`src/rtl/pipe_skid_stage_pkg.sv`:
```
// Shared definitions for the elastic pipeline register: state encodings
// and the bus widths of the IF/ID boundary payload.
package pipe_skid_stage_pkg;

  localparam int InstAddrBus = 32;
  localparam int InstBus     = 32;
  localparam int IfIdBusW    = InstAddrBus + InstBus + 1;

  localparam logic        RstEnable = 1'b1;
  localparam logic [31:0] ZeroWord  = 32'h0000_0000;

  typedef enum logic [1:0] {
    PSS_EMPTY = 2'd0,
    PSS_BUSY  = 2'd1,
    PSS_FULL  = 2'd2
  } pss_state_e;

endpackage

```
`src/rtl/pipe_skid_stage.sv`:
```
// Two-entry skid-buffer pipeline register with valid/ready handshake,
// registered in_ready, synchronous flush and zero bubble payload.
module pipe_skid_stage
  import pipe_skid_stage_pkg::*;
#(
  parameter int DATA_W = IfIdBusW
) (
  input  logic              clk,
  input  logic              rst,
  input  logic              flush,
  input  logic              in_valid,
  output logic              in_ready,
  input  logic [DATA_W-1:0] in_data,
  output logic              out_valid,
  input  logic              out_ready,
  output logic [DATA_W-1:0] out_data,
  output logic [1:0]        occupancy
);

  pss_state_e        state_q, state_d;
  logic [DATA_W-1:0] main_q, main_d;
  logic [DATA_W-1:0] skid_q, skid_d;
  logic              in_ready_q, in_ready_d;
  logic              in_fire, out_fire;

  assign in_fire  = in_valid & in_ready_q;
  assign out_fire = out_valid & out_ready;

  always_comb begin
    state_d = state_q;
    main_d  = main_q;
    skid_d  = skid_q;
    unique case (state_q)
      PSS_EMPTY: begin
        if (in_fire) begin
          main_d  = in_data;
          state_d = PSS_BUSY;
        end
      end
      PSS_BUSY: begin
        if (in_fire && out_fire) begin
          main_d = in_data;
        end else if (in_fire) begin
          skid_d  = in_data;
          state_d = PSS_FULL;
        end else if (out_fire) begin
          main_d  = '0;
          state_d = PSS_EMPTY;
        end
      end
      PSS_FULL: begin
        // in_ready is low here, so only the drain side can move.
        if (out_fire) begin
          main_d  = skid_q;
          skid_d  = '0;
          state_d = PSS_BUSY;
        end
      end
      default: begin
        main_d  = '0;
        skid_d  = '0;
        state_d = PSS_EMPTY;
      end
    endcase
    // Flush and reset both discard everything, including a same-cycle in_fire.
    if (rst == RstEnable || flush) begin
      main_d  = '0;
      skid_d  = '0;
      state_d = PSS_EMPTY;
    end
    in_ready_d = (state_d != PSS_FULL);
  end

  always_ff @(posedge clk) begin
    state_q    <= state_d;
    main_q     <= main_d;
    skid_q     <= skid_d;
    in_ready_q <= in_ready_d;
  end

  assign in_ready  = in_ready_q;
  assign out_valid = (state_q != PSS_EMPTY);
  assign out_data  = main_q;
  assign occupancy = state_q;

endmodule

```
`config.mk`:
```
export PLATFORM = sky130hd
export DESIGN_NAME = pipe_skid_stage
export DESIGN_NICKNAME = d
export VERILOG_FILES = /design/src/rtl/pipe_skid_stage_pkg.sv /design/src/rtl/pipe_skid_stage.sv
export SDC_FILE = /design/constraint.sdc
export NUM_CORES = 1
export LEC_CHECK = 0
export ABC_CLOCK_PERIOD_IN_PS = 4660
export CORE_MARGIN = 2
export CORE_UTILIZATION = 50
export DETAILED_ROUTE_END_ITERATION = 8
export HOLD_SLACK_MARGIN = 0.05
export PLACE_DENSITY_LB_ADDON = 0.12
export SYNTH_ARGS = -nofsm -noshare
export SYNTH_HDL_FRONTEND = slang
export SYNTH_SLANG_ARGS = --single-unit
export TNS_END_PERCENT = 100
```
`constraint.sdc`:
```
create_clock -name clk -period 4.66 [get_ports clk]
set_clock_uncertainty 0.2 [all_clocks]
set_input_delay 0.699 -clock clk [delete_from_list [all_inputs] [get_ports clk]]
set_output_delay 0.699 -clock clk [all_outputs]
set_load 0.01 [all_outputs]
```
==> results, run 1 <==
- The family with the most delay on the worst path is compound AO/OA/AOI/OAI gates.
- The largest net degree at the start of global routing is 102.
- The total of endpoints with negative setup slack in the final report is 0.
- The first-pass iteration count of the detailed router is 5.
- Dividing the final minimum period by the clock period gives 0.6275.
- The number of core rows is 41.
- The max-slew violation count is 0.
- The maximum clock path buffer count is 2.
- The longest individual stage delay on the worst path is 0.97 ns.
- The later pin in the worst-skew pair is clocked with a latency of 0.41 ns.
- Across all setup checks in the final design, the least slack found is 1.736 ns.
- After synthesis, the cell types taking the most area are sky130_fd_sc_hd__dfxtp_1, sky130_fd_sc_hd__mux2i_1, sky130_fd_sc_hd__o2bb2ai_1, sky130_fd_sc_hd__nor2_1, sky130_fd_sc_hd__a22oi_1.
- The die covers 13,790 um^2.
- Buffers inserted to repair hold after CTS numbered 0.
- The average size of a mapped cell is 9.485 um^2.
- The number of hold-slack violations in the final timing report is 0.
- Data on the critical path is required at its endpoint by 4.80 ns.
- The critical path goes through clkdlybuf4s50_1 > a21oi_1 > a22o_2 > buf_4 > a22oi_1 > nor2_1.
- The number of warnings printed during yosys synthesis is 0.
- The biggest area consumer among synthesized cells is sky130_fd_sc_hd__dfxtp_1.
- The fraction of final layout cells with drive strength greater than 1 is 0.06203.
- In the routed design, unresolved DRC markers number 0.
- In this run the register-to-register setup slack is 1.80 ns.
- Dividing the detail-routed wire length by the instance count gives 16.46 um.
- Across the VDD grid, the largest voltage drop is 288.7 uV.
- The area taken by flip-flops and latches is 2668 um^2.
- The average via count per standard cell is 5.614.
- The number of nets handed over by synthesis was 748.
- At the pin with the least slew margin, the transition time is 1.244 ns.
- The area growth from synthesis to final layout is 30.54%.
- Synthesis produced 678 cells.
- The number of global-route vias before repair came to 5,412.
- The analysis attributes to cell leakage a power of 2.866 nW.
- The final layout contains routed wiring with a total length of 15,830 um.
- The flip-flop and latch count after synthesis is 133.
- The worst setup slack before clock tree synthesis is 1.324 ns.
- Setup repair after global routing left no endpoint under its margin.
- The TritonCTS clock tree is yes.
- In this run the tightest slew margin relative to its limit is 0.1688.
- For this block, the initial DRC count from the detailed router was 374.
- STA classifies the critical path endpoint as a flop.
- The setup TNS is 0 ns.
- The total routing usage reported by global routing is 0.2312.
- Hold is met by 0.2929 ns.
- The number of nets in the final layout is 847.
- The library cell contributing the largest single delay on the critical path is sky130_fd_sc_hd__a22o_2.
- Counting distinct cell types in the post-synthesis netlist gives 27.
- Along the worst path, the maximum fanout reaches 54.
- Among all cell types in the netlist, the one instantiated most often is sky130_fd_sc_hd__dfxtp_1.
- The leftover overflow at the end of global routing is 0.
- The H-tree was split into 4 levels.
- The run finished with clean final reports.
- For this run, asynchronously set or reset flops after synthesis account for 0.
- For this design the ratio of total power to cell area is 355.1 nW/um^2.
- 0 antenna diodes ended up in the layout.
- The HPWL after detailed placement is 9385 um.
- The count of buffer and inverter cells on the critical path is 2.
- The fmax is 0.3420 GHz.
- After clock tree synthesis, the clock-pin slew on the worst setup and hold paths is 0.05 ns.
- The number of port buffers is 138.
- For the worst setup path, the data arrival time is 3.07 ns.
- The global placer's final weighted congestion is 0.7266.
- The path category of the worst min-delay check is flop to flop.
- Yosys mapped a number of flops with a built-in enable equal to 0.
- The tree built by TritonCTS fans out to 133 sinks.
- Of the synthesized area, sequential elements account for 0.4140.
- After filler insertion, the fill cell instance count of the layout stands at 1,022.
- The max-cap violation count is 0.
- The routed layout has 5,401 vias.
- Measured along the x axis, the die boundary spans 117.4 um.
- The overall die height is 117.4 um.
- Of the post-synthesis cell area, the dominant cell type holds 0.4140.
- The first global-routing pass estimated 26,350 um of wire.
- The root buffer cell chosen for the clock tree is sky130_fd_sc_hd__clkbuf_16.
- The core area is 12,570 um^2.
- Counting I/O delays and the setup requirement, the final critical path takes 2.924 ns.
- The count of nets left with antenna violations once routing finished came out at 0.
- The area of the mapped netlist is 6431 um^2.
- In the synthesized netlist the dominant register cell turns out to be sky130_fd_sc_hd__dfxtp_1.
- For this configuration, the core starts out at a cell density of 0.5117.
- The critical path is of the input pin to flop type.
- STA classifies the critical path startpoint as an input pin.
- The setup fix buffers added after clock tree synthesis is 0.
- The number of clock buffers inserted by TritonCTS is 17.
- Summing all multi-input logic gate instances after layout gives 3430 um^2.
- During I/O placement, the number of pins put on the boundary was 139.
- The initial antenna violation count is 0.
- The commonest cells after synthesis are sky130_fd_sc_hd__dfxtp_1, sky130_fd_sc_hd__nor2_1, sky130_fd_sc_hd__mux2i_1.
- The number of gates resized after CTS is 0.
## final timing paths
path	depth (start not counted)	end	from
min	2	skid_q[18]	skid_q[18]
max reg2reg	5	out_data[31]	occupancy[1]
max	6	out_data[31]	out_ready
min reg2reg	2	skid_q[18]	skid_q[18]
## stage by stage
step	instance area [um^2]	power [W]	instances	utilization
after floorplan	6431	0.001425	678	-
after global placement	7761	0.001575	930	0.6175
after detailed placement	7761	0.001582	930	0.6175
after CTS	8396	0.003006	962	0.6680
after global routing	8396	0.003099	962	0.6680
final	8396	0.002981	962	0.6680
## kinds of logic after synthesis
| kind of cell | share of synthesized area |
|---|---|
| muxes | 0.2039 |
| AOI/OAI and AO/OA | 0.1722 |
| buffers and inverters | 0.05603 |
| DFF | 0.4140 |
| and+or+nand+nor | 0.1539 |
## registers in the layout (all words and copies together), names as in the netlist
register and count:
occupancy 2, in_ready 1, out_data 65, skid_q 65
## where the power goes
part | leakage, nW | switching [W] | total (W) | internal (W)
Sequential | 1.08 | 0.0000203 | 0.00118 | 0.00116
Combinational | 1.47 | 0.000192 | 0.000376 | 0.000184
Clock | 0.319 | 0.000476 | 0.00142 | 0.000946
Total | 2.87 | 0.000688 | 0.00298 | 0.00229
## layout make-up
class | count | share of cell area
Multi-Input combinational cell | 478 | 0.4085
Clock buffer | 22 | 0.05768
Timing Repair Buffer | 147 | 0.1726
Sequential cell | 133 | 0.3177
Tap cell | 172 | 0.02563
Clock inverter | 10 | 0.01788
## layout by cell type (no fill, tap or decap), drive strengths merged, types with 2 or more instances in the layout
| cell | n |
|---|---|
| dfxtp | 133 |
| mux2i | 131 |
| bufinv | 4 |
| nand3b | 4 |
| clkinv | 6 |
| a21oi | 2 |
| o2bb2ai | 65 |
| clkdlybuf4s50 | 138 |
| clkbuf | 22 |
| or2 | 2 |
| nor2 | 132 |
| a22oi | 65 |
| buf | 9 |
| and2 | 65 |
## layer usage
layer	vias to the layer above	GRT usage	wire, um
met5	-	0	0
met4	0	0.09714	341
met3	29	0.05058	745
met2	143	0.3801	7453
met1	2616	0.2936	7289
li1	2613	-	-
## worst reg2reg max path, stage by stage, from the launching register on
cell and delay, ns:
sky130_fd_sc_hd__dfxtp_4 0.78, sky130_fd_sc_hd__nand3b_1 0.25, sky130_fd_sc_hd__a22o_2 0.97, sky130_fd_sc_hd__buf_4 0.35, sky130_fd_sc_hd__a22oi_1 0.12, sky130_fd_sc_hd__nor2_1 0.13
No activity file was read; power rests on OpenSTA's default activity.
==> run 2: changes to the inputs <==
- ABC_CLOCK_PERIOD_IN_PS: 4660 -> 2600
- CORE_UTILIZATION: 50 -> 46
- clock period: 4.66 -> 2.6 ns (I/O delays scaled with it)
==> run 2 against run 1 <==
Clock power grew 48%. Wire length up 5.3%. Non-clock buffer count up 11. Design area increased by 0.66%. Power is 65% higher. Sequential power grew 80%. First-iteration DRC count down 23%. Sequential share of layout area is 0.21 points lower. Setup slack lost 1.6 ns. Critical path depth is 4 lower. Via count up 1.1%. Die area increased by 8.4%. Critical path type is now flop to output pin. Largest cell class unchanged. Largest power group is now registers.
==> results, run 2 (synthesis gave the netlist of run 1 again) <==
- The max-slew violation count is 0 (unchanged).
- The top cell types in the final layout, fill and taps aside, are sky130_fd_sc_hd__clkdlybuf4s50_1, sky130_fd_sc_hd__nor2_1, sky130_fd_sc_hd__mux2i_1, sky130_fd_sc_hd__dfxtp_1.
- The total of endpoints with negative setup slack in the final report came to 0 (unchanged).
- The average via count per standard cell came to 5.581 (-0.60%).
- The kind of end point of the critical path is an output pin.
- The element type at the critical path start is a flop.
- The ratio of final minimum period to clock period is 0.9328.
- The maximum level of the CTS H-tree was 4 (unchanged).
- The average wire per cell in the routed design came to 17.05 um (+3.6%).
- Derived from the worst setup path, the maximum achievable clock frequency is 0.4123 GHz.
- The total length of routed wires was 16,670 um (+5.3%).
- The largest fanout of any net on the critical path was 34 (-37%).
- The max-cap violation count came to 0 (unchanged).
- Setup repair after global routing left no endpoint under its margin.
- The setup TNS is 0 ns (unchanged).
- The count of buffer and inverter cells on the critical path is 1 (-1).
- The longest individual stage delay on the worst path came to 0.68 ns (-0.29 ns).
- The number of clock buffers inserted by TritonCTS was 17 (unchanged).
- The transition time of the tightest slew-check pin is 0.7004 ns (-0.5438 ns).
- The number of hold-repair buffers added at the cts stage is 0 (unchanged).
- The number of hold-slack violations in the final timing report is 0 (unchanged).
- The number of core rows came to 43 (+4.9%).
- The CTS root buffer is sky130_fd_sc_hd__clkbuf_16.
- The worst voltage drop across the vdd grid was 371.4 uV (+29%).
- The wire length on met3 came to 881 um (+18%).
- The core area is 13,770 um^2 (+9.6%).
- TritonCTS built the clock tree.
- The total inserted antenna cells was 0 (unchanged).
- The clock sink total is 133 (unchanged).
- The switching power as a share of total power is 0.2473 (+0.01652).
- The area taken by flip-flops and latches is 2668 um^2 (unchanged).
- The total routing usage reported by global routing is 0.2279 (-0.003224).
- The net load switching power was 0.001220 W (+77%).
- The critical path data arrival time is 1.84 ns (-1.23 ns).
- The area of the die is 14,940 um^2 (+8.4%).
- The power density over cell area is 583.5 nW/um^2 (+64%).
- The area of the multi-input gates is 3430 um^2 (unchanged).
- The worst endpoint required time came to 2.01 ns (-2.79 ns).
- The share of power burned in the clock network was 0.425 (-0.052).
- The clock transition time at the flip-flop clock pins of the worst setup and hold paths is 0.06 ns (about the same).
- The hold slack was 0.2936 ns (+0.0006970 ns).
- The combinational share of power is 0.145 (+0.019).
- The portion of total power attributed to sequential cells is 0.430 (+0.033).
- The area growth from synthesis to final layout is 31.40%.
- The violation count after the first detailed-route iteration is 289 (-23%).
- The insertion delay to the later sink of the worst-skew pair is 0.42 ns (about the same).
- The highest signal layer in the routed design is met4.
- The number of nets in the final layout is 858 (+1.3%).
- The effective utilization at floorplan came to 0.4669 (-0.04476).
- The remaining antenna violation count is 0 (unchanged).
- The global-route wire length before repair came to 26,970 um (+2.3%).
- The most common library cell in the layout ignoring fill and taps is sky130_fd_sc_hd__clkdlybuf4s50_1.
- The path category of the worst min-delay check is flop to flop.
- The initial antenna violation count is 0 (unchanged).
- The leftover overflow at the end of global routing is 0 (unchanged).
- The x dimension of the die is 122.2 um (+4.1%).
- The fraction of final layout cells with drive strength greater than 1 is 0.06767 (+0.005644).
- The fill cell instance count of the final layout is 1,232 (+21%).
- The maximum clock path buffer count came to 2 (unchanged).
- The overall die height is 122.2 um (+4.1%).
- The setup fix buffers added after clock tree synthesis is 0 (unchanged).
- The first-pass iteration count of the detailed router is 4 (-1).
- The detailed route wirelength on metal2 is 7948 um (+6.6%).
- The reported leakage power came to 2.883 nW (+0.61%).
- The flow ran to the end, and the final reports show no timing, DRC or antenna violations.
- The HPWL after detailed placement is 10,380 um (+11%).
- The largest net degree at the start of global routing is 58 (-43%).
- The wire length on met1 is 7582 um (+4.0%).
- The number of gates resized after CTS is 0 (unchanged).
- The DRC violation count after routing came to 0 (unchanged).
- The family with the most delay on the worst path is flip-flops.
- The total I/O pin count is 139 (unchanged).
- The clock period minus worst slack is 2.425 ns.
- The number of port buffers is 138 (unchanged).
- The library cell contributing the largest single delay on the critical path is sky130_fd_sc_hd__dfxtp_4.
- The kind of critical path is flop to output pin.
- The total internal power is 0.003711 W (+62%).
- The global placer's final weighted congestion is 0.7417 (+2.1%).
- The signal on the critical path passes through or2_2 > clkdlybuf4s50_1.
- The detailed-route via count was 5,458 (+1.1%).
- The headroom to the max-slew limit is 0.5331 (+0.3643).
- The number of global-route vias before repair is 5,450 (+0.70%).
-- run 2: cell count changes in the layout (fill, tap and decap cells not counted), sizes merged --
cell	before	now
bufinv	4	0
clkinvlp	0	1
clkbuf	22	24
clkinv	6	4
buf	9	20
-- run 2: through the flow --
step | worst slack [ns] | instances | cell area (um^2) | utilization | total power, W
global placement | 0.2398 | 949 | 7941 | 0.5766 | 0.002863
global route | 0.1064 | 978 | 8451 | 0.6136 | 0.005124
floorplan | 0.7964 | 678 | 6431 | - | 0.002553
CTS | 0.1620 | 978 | 8451 | 0.6136 | 0.004971
detailed placement | 0.1872 | 949 | 7941 | 0.5766 | 0.002878
finish | 0.1747 | 978 | 8451 | 0.6136 | 0.004931
-- run 2: worst paths after layout --
check / from / endpoint / slack [ns] / depth (start not counted)
min reg2reg: skid_q[24] / skid_q[24] / 0.29 / 2
max reg2reg: occupancy[1] / skid_q[29] / 0.37 / 6
max: occupancy[1] / out_valid / 0.17 / 2
min: skid_q[24] / skid_q[24] / 0.29 / 2
-- run 2: power groups by stage --
stage	Sequential, W	Combinational, W	Clock (W)
6_report	0.00212	0.000716	0.00210
5_1_grt	0.00212	0.000778	0.00222
4_1_cts	0.00212	0.000721	0.00213
3_5_place_dp	0.00216	0.000715	0
3_3_place_gp	0.00216	0.000702	0
2_1_floorplan	0.00217	0.000384	0
-- run 2: worst min-delay path, delay by kind of cell (launching register included) --
| family | cells | cell delay [ns] |
|---|---|---|
| flops | 1 | 0.32 |
| mux | 1 | 0.06 |
| simple gates | 1 | 0.07 |
-- run 2: routing by layer --
| layer | up-vias | track usage |
|---|---|---|
| met2 | 162 | 0.3712 |
| met4 | 0 | 0.08477 |
| li1 | 2646 | - |
| met5 | - | 0 |
| met1 | 2631 | 0.2986 |
| met3 | 19 | 0.04647 |
-- run 2: area by class of cell --
cell class                      instances  area share
Clock buffer                           24     0.05700
Clock inverter                          5    0.003257
Multi-Input combinational cell        478      0.4058
Sequential cell                       133      0.3157
Tap cell                              180     0.02665
Timing Repair Buffer                  158      0.1916
